===== src/rtl/irq_service_sequencer_if.sv =====
// irq_service_sequencer_if: APB bus between the sequencer (master) and the interrupt controller (slave).
interface irq_service_sequencer_if;
    logic        PSEL;
    logic        PENABLE;
    logic        PWRITE;
    logic [4:0]  PADDR;
    logic [31:0] PWDATA;
    logic [31:0] PRDATA;
    logic        PREADY;
    logic        PSLVERR;
    modport master (output PSEL, PENABLE, PWRITE, PADDR, PWDATA, input PRDATA, PREADY, PSLVERR);
    modport slave  (input PSEL, PENABLE, PWRITE, PADDR, PWDATA, output PRDATA, PREADY, PSLVERR);
endinterface


===== src/rtl/irq_service_sequencer.sv =====
// irq_service_sequencer: round-robin interrupt service -- APB status read, CPU dispatch, APB ack write.
// Optional macro SEQ_TIMEOUT_EN aborts an APB access after TIMEOUT_CYC wait states.
module irq_service_sequencer #(
    parameter int TIMEOUT_CYC = 16
) (
    input  logic                    PCLK,
    input  logic                    rstn,
    input  logic [3:0]              INT,
    input  logic [4:0]              IRQ_VECTOR,
    irq_service_sequencer_if.master apb,
    output logic                    irq_req,
    output logic [1:0]              irq_line,
    output logic [4:0]              irq_vec,
    input  logic                    cpu_ack,
    input  logic                    cpu_done,
    output logic [31:0]             irq_status,
    output logic                    busy,
    output logic                    err
);
    typedef enum logic [2:0] {IDLE, ARB, RD_SETUP, RD_ACCESS, DISPATCH, WAIT_DONE, WR_SETUP, WR_ACCESS} state_t;
    state_t state, state_nx;
    logic [1:0] rr_ptr, winner;
    logic access, done, tmo;
    if (TIMEOUT_CYC < 1) begin : g_bad_cfg
        $error("TIMEOUT_CYC must be at least 1");
    end
    assign access = state == RD_ACCESS || state == WR_ACCESS;
    assign done   = access && apb.PREADY;
`ifdef SEQ_TIMEOUT_EN
    localparam int CW = $clog2(TIMEOUT_CYC + 1);
    logic [CW-1:0] wait_cnt;
    always_ff @(posedge PCLK or negedge rstn)
        if (!rstn) wait_cnt <= '0;
        else wait_cnt <= (access && !apb.PREADY) ? wait_cnt + 1'b1 : '0;
    assign tmo = access && !apb.PREADY && wait_cnt == CW'(TIMEOUT_CYC - 1);
`else
    assign tmo = 1'b0;
`endif
    // nearest requesting line after rr_ptr wins; rr_ptr itself is searched last
    always_comb begin
        winner = rr_ptr;
        for (int k = 4; k >= 1; k--)
            if (INT[rr_ptr + 2'(k)]) winner = rr_ptr + 2'(k);
    end
    always_ff @(posedge PCLK or negedge rstn)
        if (!rstn) state <= IDLE;
        else state <= state_nx;
    always_comb begin
        state_nx = state;
        case (state)
            IDLE:      state_nx = |INT ? ARB : IDLE;
            ARB:       state_nx = |INT ? RD_SETUP : IDLE;
            RD_SETUP:  state_nx = RD_ACCESS;
            RD_ACCESS: state_nx = tmo ? IDLE : apb.PREADY ? DISPATCH : RD_ACCESS;
            DISPATCH:  state_nx = cpu_ack ? WAIT_DONE : DISPATCH;
            WAIT_DONE: state_nx = cpu_done ? WR_SETUP : WAIT_DONE;
            WR_SETUP:  state_nx = WR_ACCESS;
            WR_ACCESS: state_nx = (tmo || apb.PREADY) ? IDLE : WR_ACCESS;
            default:   state_nx = IDLE;
        endcase
    end
    always_comb begin
        apb.PSEL    = state inside {RD_SETUP, RD_ACCESS, WR_SETUP, WR_ACCESS};
        apb.PENABLE = access;
        apb.PWRITE  = state == WR_SETUP || state == WR_ACCESS;
        irq_req     = state == DISPATCH;
    end
    // PADDR/PWDATA load on entry to each SETUP so they hold through ACCESS and afterwards
    always_ff @(posedge PCLK or negedge rstn) begin
        if (!rstn) begin
            rr_ptr     <= 2'd3;
            irq_line   <= '0;
            irq_vec    <= '0;
            irq_status <= '0;
            busy       <= 1'b0;
            err        <= 1'b0;
            apb.PADDR  <= '0;
            apb.PWDATA <= '0;
        end else begin
            busy <= state_nx != IDLE;
            if (state == ARB && |INT) begin
                rr_ptr    <= winner;
                irq_line  <= winner;
                irq_vec   <= IRQ_VECTOR;
                apb.PADDR <= 5'h00;
            end
            if (state == RD_ACCESS && apb.PREADY) irq_status <= apb.PRDATA;
            if (state == WAIT_DONE && cpu_done) begin
                apb.PADDR  <= 5'h10;
                apb.PWDATA <= 32'h1 << irq_vec;
            end
            if ((done && apb.PSLVERR) || tmo) err <= 1'b1;
        end
    end
endmodule


===== src/flat_wrapper.sv =====
// flat-port wrapper written by rule: the top's interface ports become plain ports
module irq_service_sequencer_flat 
#(
    parameter int TIMEOUT_CYC = 16
)
  (PCLK, rstn, INT, IRQ_VECTOR, irq_req, irq_line, irq_vec, cpu_ack, cpu_done, irq_status, busy, err, apb_PSEL, apb_PENABLE, apb_PWRITE, apb_PADDR, apb_PWDATA, apb_PRDATA, apb_PREADY, apb_PSLVERR);
  irq_service_sequencer_if apb_i ();
  input  logic PCLK;
  input  logic rstn;
  input  logic [3:0] INT;
  input  logic [4:0] IRQ_VECTOR;
  output logic irq_req;
  output logic [1:0] irq_line;
  output logic [4:0] irq_vec;
  input  logic cpu_ack;
  input  logic cpu_done;
  output logic [31:0] irq_status;
  output logic busy;
  output logic err;
  output wire logic [$bits(apb_i.PSEL)-1:0] apb_PSEL;
  output wire logic [$bits(apb_i.PENABLE)-1:0] apb_PENABLE;
  output wire logic [$bits(apb_i.PWRITE)-1:0] apb_PWRITE;
  output wire logic [$bits(apb_i.PADDR)-1:0] apb_PADDR;
  output wire logic [$bits(apb_i.PWDATA)-1:0] apb_PWDATA;
  input wire logic [$bits(apb_i.PRDATA)-1:0] apb_PRDATA;
  input wire logic [$bits(apb_i.PREADY)-1:0] apb_PREADY;
  input wire logic [$bits(apb_i.PSLVERR)-1:0] apb_PSLVERR;
  assign apb_PSEL = apb_i.PSEL;
  assign apb_PENABLE = apb_i.PENABLE;
  assign apb_PWRITE = apb_i.PWRITE;
  assign apb_PADDR = apb_i.PADDR;
  assign apb_PWDATA = apb_i.PWDATA;
  assign apb_i.PRDATA = apb_PRDATA;
  assign apb_i.PREADY = apb_PREADY;
  assign apb_i.PSLVERR = apb_PSLVERR;
  irq_service_sequencer #(.TIMEOUT_CYC(TIMEOUT_CYC)) u_core (.PCLK(PCLK), .rstn(rstn), .INT(INT), .IRQ_VECTOR(IRQ_VECTOR), .apb(apb_i), .irq_req(irq_req), .irq_line(irq_line), .irq_vec(irq_vec), .cpu_ack(cpu_ack), .cpu_done(cpu_done), .irq_status(irq_status), .busy(busy), .err(err));
endmodule

===== config.mk =====
export PLATFORM = sky130hd
export DESIGN_NAME = irq_service_sequencer_flat
export DESIGN_NICKNAME = d
export VERILOG_FILES = /design/src/rtl/irq_service_sequencer_if.sv /design/src/rtl/irq_service_sequencer.sv /design/src/flat_wrapper.sv
export SDC_FILE = /design/constraint.sdc
export NUM_CORES = 1
export LEC_CHECK = 0
export BUFFER_PORTS_ARGS = -buffer_cell sky130_fd_sc_hd__buf_4
export CORE_MARGIN = 2
export CORE_UTILIZATION = 29
export DETAILED_ROUTE_END_ITERATION = 10
export SYNTH_ARGS = -nofsm -noshare
export SYNTH_HDL_FRONTEND = slang
export SYNTH_SLANG_ARGS = --single-unit

===== constraint.sdc =====
create_clock -name PCLK -period 2.1 [get_ports PCLK]
set_input_delay 0 -clock PCLK [delete_from_list [all_inputs] [get_ports PCLK]]
set_output_delay 0 -clock PCLK [all_outputs]
set_load 0.005 [all_outputs]

* Word level (Yosys, flattened, before mapping)
Cells that the tools add are included.
Operators by class: $add $sub $neg 3, $lt $le $gt $ge 3, equality and inequality tests 7, shift-type cells 1, muxes and demuxes 18, reductions and logical operators 12
Operator list (number):
- $shl A1 B5 Y32 const A | 1
- $pmux W3 S8 | 1
- $eq A3 B3 Y1 const B | 4
- $mux W2 | 5
- $mux W5 | 2
- $lt A2 B3 Y1 const B | 3
- $bmux W1 S2 | 3
- $eq A3 B2 Y1 const B | 2
- $mux W3 | 2
- $logic_and A1 B1 Y1 | 5
- $mux W1 | 5
- $add A2 B2 Y2 const B | 2
- $reduce_bool A4 Y1 | 1
- $reduce_or A4 Y1 | 1
- $eq A3 B1 Y1 const B | 1
- $logic_not A3 Y1 | 1
- $reduce_bool A3 Y1 | 1
- $add A2 B1 Y2 const B | 1
- $logic_or A1 B1 Y1 | 2
- $reduce_bool A2 Y1 | 1
Word-level totals: bits in registers 83, bits of input ports 47, output and inout port bits 82

* Longest topological paths before layout
Gate-level depths: netlist of run 1.
depth in word-level cells 6, depth in mapped cells 7, gate-level depth less buffers 3

* Worst setup path before layout of run 1
OpenSTA, ideal clock, no wires.
path type flip-flop to flip-flop, from register u_core.state[1], to register u_core.irq_status[10], data arrival time 1.408 ns, required time 1.975 ns, slack 0.567 ns, stages on the path, launching flop included 8, path buffers 4, period minus slack after synthesis 1.533 ns, cell sequence dfrtp_1 -> buf_2 -> and3_1 -> buf_4 -> nand2b_1 -> buf_6 -> buf_6 -> mux2_4
Between the ends: word-level cells in the longest chain between the ends 2
Ends and longest elaborated chain:
- start: declaration | RTL line irq_service_sequencer.sv:21 | state_t state, state_nx;
- start signal: assignment | RTL line irq_service_sequencer.sv:47 | else state <= state_nx;
- $eq A3 B2 Y1 | RTL line irq_service_sequencer.sv:87 | if (state == RD_ACCESS && apb.PREADY) irq_status <= apb.PRDATA;
- $logic_and A1 B1 Y1 | RTL line irq_service_sequencer.sv:87
- end signal: assignment | RTL line irq_service_sequencer.sv:87
- end: declaration | RTL line irq_service_sequencer.sv:16 | output logic [31:0] irq_status,
No other way between the ends. A chain may end at the register's enable or synchronous reset.

* Worst setup path in the final report of run 1
from input port INT[3], to register u_core.rr_ptr[0]
Between the ends: word-level cells in the longest chain between the ends 5
Ends and longest elaborated chain:
- start: declaration | RTL line flat_wrapper.sv:10 | input logic [3:0] INT;
- $bmux W1 S2 | RTL line irq_service_sequencer.sv:43 | if (INT[rr_ptr + 2'(k)]) winner = rr_ptr + 2'(k);
- $mux W1 (implied by the code) | RTL line irq_service_sequencer.sv:43
- $mux W2 (3 in series) | RTL line irq_service_sequencer.sv:43
- end signal: assignment | RTL line irq_service_sequencer.sv:82 | rr_ptr <= winner;
- end: declaration | RTL line irq_service_sequencer.sv:22 | logic [1:0] rr_ptr, winner;
Several ways; a longest one is shown, not always the timed one. The select of a mux whose other input is x is not followed.

==> impl_metrics.py, run 1 <==
metrics = {
    "routing": {
        "wirelength_mm": 8.49,
        "wl_met1_mm": 3.69,
        "drtAntennaViolNets": 0,
        "dr.pass1.iters": 6,
        "drc": 0,
        "wl_met3_um": 552,
        "met2_length_mm": 4.14,
        "vias": 2527,
        "drtIter0Drc": 157,
        "vias_per_cell": 4.47,
        "wl_per_cell_um": 15.0,
        "routed.top_layer": "met4",
    },
    "timing": {
        "period_share_pct": 93.3,
        "skew_ns": 0.00880,
        "final_hold_viol_count": 0,
        "slew_headroom_pct": 33.3,
        "fin_crit_ns": 1.96,
        "setup_tns_ns": 0,
        "worst_slew_pin_slew_ns": 1.00,
        "rsz0062_at_grt": "no",
        "setup_violations": 0,
        "finalMaxSlewViolations": 0,
        "fmax_ghz": 0.510,
    },
    "global_route": {
        "grt_pass1_vias": 2648,
        "grt_pass1_wl_mm": 13.9,
        "antenna_found_initial": 0,
        "overflow": 0,
        "grt_usage_pct": 14.2,
        "grt_max_degree": 80,
    },
    "clock_tree": {
        "cts.sinks": 79,
        "clkSlewWorstSetupHoldPaths_ns": 0.06,
        "cts_buffers": 9,
        "clk_path_buf_depth": 2,
        "cts_setup_buffers": 0,
        "cts_hold_buf": 43,
        "cts_resized": 0,
        "cts_tree": "built",
        "cts-htree-levels": 3,
        "clock_latency_ns": 0.34,
        "ctsRootBufferMaster": "clkbuf_16",
    },
    "place": {
        "dp_hpwl_mm": 5.45,
        "io_buffers": 124,
        "gp_congestion": 0.749,
        "post-place-cells": 507,
    },
    "worst_setup_path": {
        "cp_slowest_cell": "or4_1",
        "cp.required_ns": 2.38,
        "critPathMostFrequentCell": "dlygate4sd3_1",
        "max_stage_delay_ns": 0.69,
        "crit_fanout": 8,
        "cp_num_buf_inv": 3,
        "critPathKind": "primary input to flop",
        "r2r_setup_slack_ns": 0.24,
        "crit_chain": "dlygate4sd3_1 -> buf_4 -> or4_1 -> o211a_1 -> a31oi_1 -> dlygate4sd3_1",
        "worstSetupStartpointType": "primary input",
        "arrival_ns": 2.24,
        "end_kind": "flop",
        "crit_family": "buffers and inverters",
    },
    "cells_and_area": {
        "stdcell_count": 565,
        "final_net_count": 465,
        "drive_gt1_share_pct": 44.1,
        "antenna_cells": 0,
        "area_growth_pct": 53.6,
    },
    "floorplanning": {
        "start_util_pct": 29.4,
        "ios": 129,
        "row_count": 39,
        "core_area_sq_um": 11300,
        "die_w_um": 111,
        "dieHeight_um": 111,
        "dieArea_sq_um": 12300,
    },
    "logic_synthesis": {
        "synthCells": 254,
        "synth_area_sq_um": 3310,
        "synthArstFlopShare_pct": 100,
        "ys_types": 41,
        "synth-edff-count": 0,
        "yosysWarnings": 0,
        "synthFlopType": "dfrtp_1",
        "ys_seq_area_share_pct": 59.8,
        "synth.ff_latch_count": 79,
        "syn_avg_cell_area_sq_um": 13.0,
    },
    "power": {
        "p_leak_nw": 2.50,
        "ir_drop_uv": 770,
        "pwr_density_cell_nw_per_um2": 1370,
    },
    "flow_run": {
        "drv_cap": 0,
    },
    "min_path": {
        "hold_path_class": "primary input to flop",
    },
    "run_status": {
        "outcome": "finished clean",
    },
}
[kinds of logic after synthesis]
family | Yosys count | synth area share [%]
xor+xnor | 1 | 0.265
mux | 39 | 16.6
compound gates | 48 | 8.62
buf+inv | 20 | 3.89
simple gates | 66 | 10.7
other cells | 1 | 0.113
flops | 79 | 59.8
[cell type report]
type,instances,area (sq um)
repair buffers,169,1390
flip-flops and latches,79,1980
multi-input cells,158,1210
inverters,1,3.75
clock buffers,9,225
clock inverters,6,92.6
fillers,997,6190
well taps,143,179
[state kept, by name, summed over array words and instances (netlist names)]
name,cells
u_core.apb.PWDATA,32
u_core.irq_status,32
u_core.irq_vec,5
u_core.state,3
u_core.irq_line,2
u_core.rr_ptr,2
u_core.apb.PADDR,1
u_core.busy,1
u_core.err,1
[final timing paths]
| kind | startpoint | to | cells after the start |
|---|---|---|---|
| max | INT[3] | u_core.rr_ptr[0] | 6 |
| min | cpu_ack | u_core.state[0] | 3 |
| max reg2reg | u_core.state[2] | u_core.rr_ptr[0] | 4 |
| min reg2reg | u_core.err | u_core.err | 1 |
| max in group asynchronous | rstn | u_core.irq_line[0] | 2 |
| min in group asynchronous | rstn | u_core.irq_status[14] | 2 |
[tightest hold or removal path, stage by stage]
cell and delay (ns):
buf_4 0.08, mux2i_1 0.07, a22oi_1 0.19
[stage by stage]
| stage | total power, W | utilization [%] | setup slack [ns] | area (sq um) | hold slack [ns] |
|---|---|---|---|---|---|
| floorplan | 0.00393 | - | 0.567 | 3320 | -0.296 |
| global placement | 0.00520 | 38.5 | 0.520 | 4340 | 0.222 |
| detailed placement | 0.00525 | 38.5 | 0.492 | 4340 | 0.221 |
| CTS | 0.00706 | 45.1 | 0.168 | 5080 | 0.0562 |
| global route | 0.00741 | 45.1 | 0.0362 | 5080 | 0.109 |
| finish | 0.00698 | 45.1 | 0.141 | 5080 | 0.0587 |
[synthesized netlist by cell type (4+ instances only)]
cell / number / area, sq um
dfrtp_1: 77 / 1930
nand2_1: 35 / 131
mux2_4: 30 / 450
o21ai_0: 23 / 115
mux2_2: 8 / 90.1
clkbuf_1: 6 / 22.5
nand2b_1: 6 / 37.5
buf_4: 5 / 37.5
o21ai_1: 5 / 25.0
a21oi_1: 4 / 20.0
buf_2: 4 / 20.0
buf_6: 4 / 45.0
nor2_1: 4 / 15.0
o31ai_1: 4 / 30.0
[per-layer routing]
layer / global-route usage, % / vias to the layer above
met5: 0 / -
met4: 5.00 / 0
met3: 4.43 / 9
met2: 23.1 / 89
met1: 18.0 / 1217
li1: - / 1212
[power breakdown]
group | internal (W) | total (W) | switching (W)
registers | 0.00217 | 0.00270 | 0.000536
logic | 0.00165 | 0.00260 | 0.000950
clock network | 0.00104 | 0.00168 | 0.000637
[cells in the final DEF (no fill, tap or decap), types with 3 or more instances in the layout]
cell type and count:
nor2_1 4, and2_1 3, conb_1 4, a21oi_1 4, mux2_4 30, dlygate4sd3_1 43, a21o_1 3, nand2b_1 5
dfrtp_1 77, clkbuf_16 9, o21ai_0 23, o21ai_1 5, mux2_2 8, nand2_1 35, o31ai_1 4, nand3b_1 3
buf_4 125
Power figures use the tool's default switching activity.
==> run 2, diff against run 1 <==
- CORE_ASPECT_RATIO: unset -> 0.7
- PLACE_DENSITY: unset -> 0.57
==> run 2 against run 1 <==
  * Routed wire length is essentially flat
  * Final area grew 0.49%
  * Register-to-register slack is essentially flat
  * Sequential cell count is the same
  * Largest cell class unchanged
  * Cell count grew 2.1%
  * Via count grew 1.9%
==> impl_metrics.py, run 2 (synthesis results as in run 1) <==
metrics = {
    "run_status": {
        "outcome": "finished clean",
    },
    "worst_setup_path": {
        "cp.required_ns": 2.37,
        "worstSetupStartpointType": "primary input",
        "arrival_ns": 2.22,
        "end_kind": "flop",
        "critPathKind": "primary input to flop",
        "crit_fanout": 8,
    },
    "place": {
        "io_buffers": 124,
        "dp_hpwl_mm": 5.92,
        "pre_cts_ws_ns": 0.466,
        "gp_congestion": 0.746,
    },
    "timing": {
        "final_hold_viol_count": 0,
        "whs_ns": 0.0563,
        "fin_crit_ns": 1.95,
        "finalMaxSlewViolations": 0,
        "rsz0062_at_grt": "no",
        "fmax_ghz": 0.512,
        "setup_tns_ns": 0,
        "skew_ns": 0.00555,
        "period_share_pct": 93.0,
        "setup_violations": 0,
        "setup_ws_ns": 0.148,
    },
    "min_path": {
        "hold_path_class": "primary input to flop",
    },
    "floorplanning": {
        "die_w_um": 132,
        "core_area_sq_um": 11100,
        "dieArea_sq_um": 12300,
        "start_util_pct": 29.9,
        "row_count": 32,
        "ios": 129,
        "dieHeight_um": 93.4,
    },
    "clock_tree": {
        "cts.sinks": 79,
        "cts-htree-levels": 3,
        "cts_setup_buffers": 0,
        "ctsRootBufferMaster": "clkbuf_16",
        "cts_buffers": 9,
        "clk_path_buf_depth": 2,
        "clkSlewWorstSetupHoldPaths_ns": 0.06,
        "cts_hold_buf": 43,
        "clock_latency_ns": 0.33,
        "cts_resized": 0,
        "cts_tree": "built",
    },
    "power": {
        "ir_drop_uv": 571,
        "pwr_density_cell_nw_per_um2": 1350,
        "p_leak_nw": 2.51,
    },
    "routing": {
        "drtAntennaViolNets": 0,
        "vias": 2576,
        "vias_per_cell": 4.46,
        "dr.pass1.iters": 4,
        "wl_per_cell_um": 14.7,
        "wirelength_mm": 8.49,
        "drtIter0Drc": 122,
        "drc": 0,
    },
    "global_route": {
        "grt_pass1_vias": 2557,
        "antenna_found_initial": 0,
        "grt_usage_pct": 14.1,
        "grt_max_degree": 46,
        "overflow": 0,
        "grt_pass1_wl_mm": 13.5,
    },
    "cells_and_area": {
        "final_net_count": 466,
        "final_cell_mix": "buf_4, dfrtp_1, dlygate4sd3_1",
        "drive_gt1_share_pct": 44.1,
        "area_growth_pct": 54.4,
        "antenna_cells": 0,
        "reg.largest.list": "u_core.apb.PWDATA x32, u_core.irq_status x32, u_core.irq_vec x5",
        "nFillCells": 1034,
        "final_common_cell": "buf_4",
    },
    "flow_run": {
        "drv_cap": 0,
    },
}
==> run 2: where the power goes <==
| group | switching [W] | internal, W | total [W] |
|---|---|---|---|
| Clock | 0.000576 | 0.00101 | 0.00159 |
| Sequential | 0.000535 | 0.00217 | 0.00270 |
| Combinational | 0.000951 | 0.00165 | 0.00261 |
==> run 2: worst paths after layout <==
path	start	end	slack [ns]	cells past startpoint
setup / recovery	INT[3]	u_core.rr_ptr[0]	0.15	6
hold / removal	cpu_ack	u_core.state[0]	0.06	3
setup reg to reg	u_core.state[2]	u_core.rr_ptr[0]	0.25	4
hold reg to reg	u_core.err	u_core.err	0.46	1
max in group asynchronous	rstn	u_core.irq_status[2]	1.34	3
min in group asynchronous	rstn	u_core.irq_vec[1]	0.17	2
==> run 2: critical path, cell delays in order <==
cell,delay [ns]
dlygate4sd3_1,0.53
buf_4,0.14
or4_1,0.69
o211a_1,0.19
a31oi_1,0.11
dlygate4sd3_1,0.56
==> run 2: layer usage <==
metal | global-route usage [%] | up-vias | part of all wire [%]
li1 | - | 1209 | -
met1 | 19.0 | 1280 | 47
met2 | 21.3 | 75 | 47
met3 | 4.72 | 12 | 5.0
met4 | 5.07 | 0 | 1.7
met5 | 0 | - | 0
==> run 2: area by class of cell <==
class | count | area, sq um | area share (%)
Clock buffer | 13 | 270 | 5.29
Multi-Input combinational cell | 158 | 1210 | 23.8
Timing Repair Buffer | 170 | 1410 | 27.6
Sequential cell | 79 | 1980 | 38.7
Clock inverter | 3 | 40.0 | 0.784
Inverter | 1 | 3.75 | 0.0735
Tap cell | 153 | 191 | 3.75
==> run 2: per-stage QoR <==
step | cells | power, W | utilization, % | area, sq um
floorplan | 257 | 0.00393 | - | 3320
global placement | 518 | 0.00523 | 39.5 | 4370
detailed placement | 518 | 0.00529 | 39.5 | 4370
CTS | 577 | 0.00700 | 46.2 | 5110
global route | 577 | 0.00733 | 46.2 | 5110
finish | 577 | 0.00690 | 46.2 | 5110
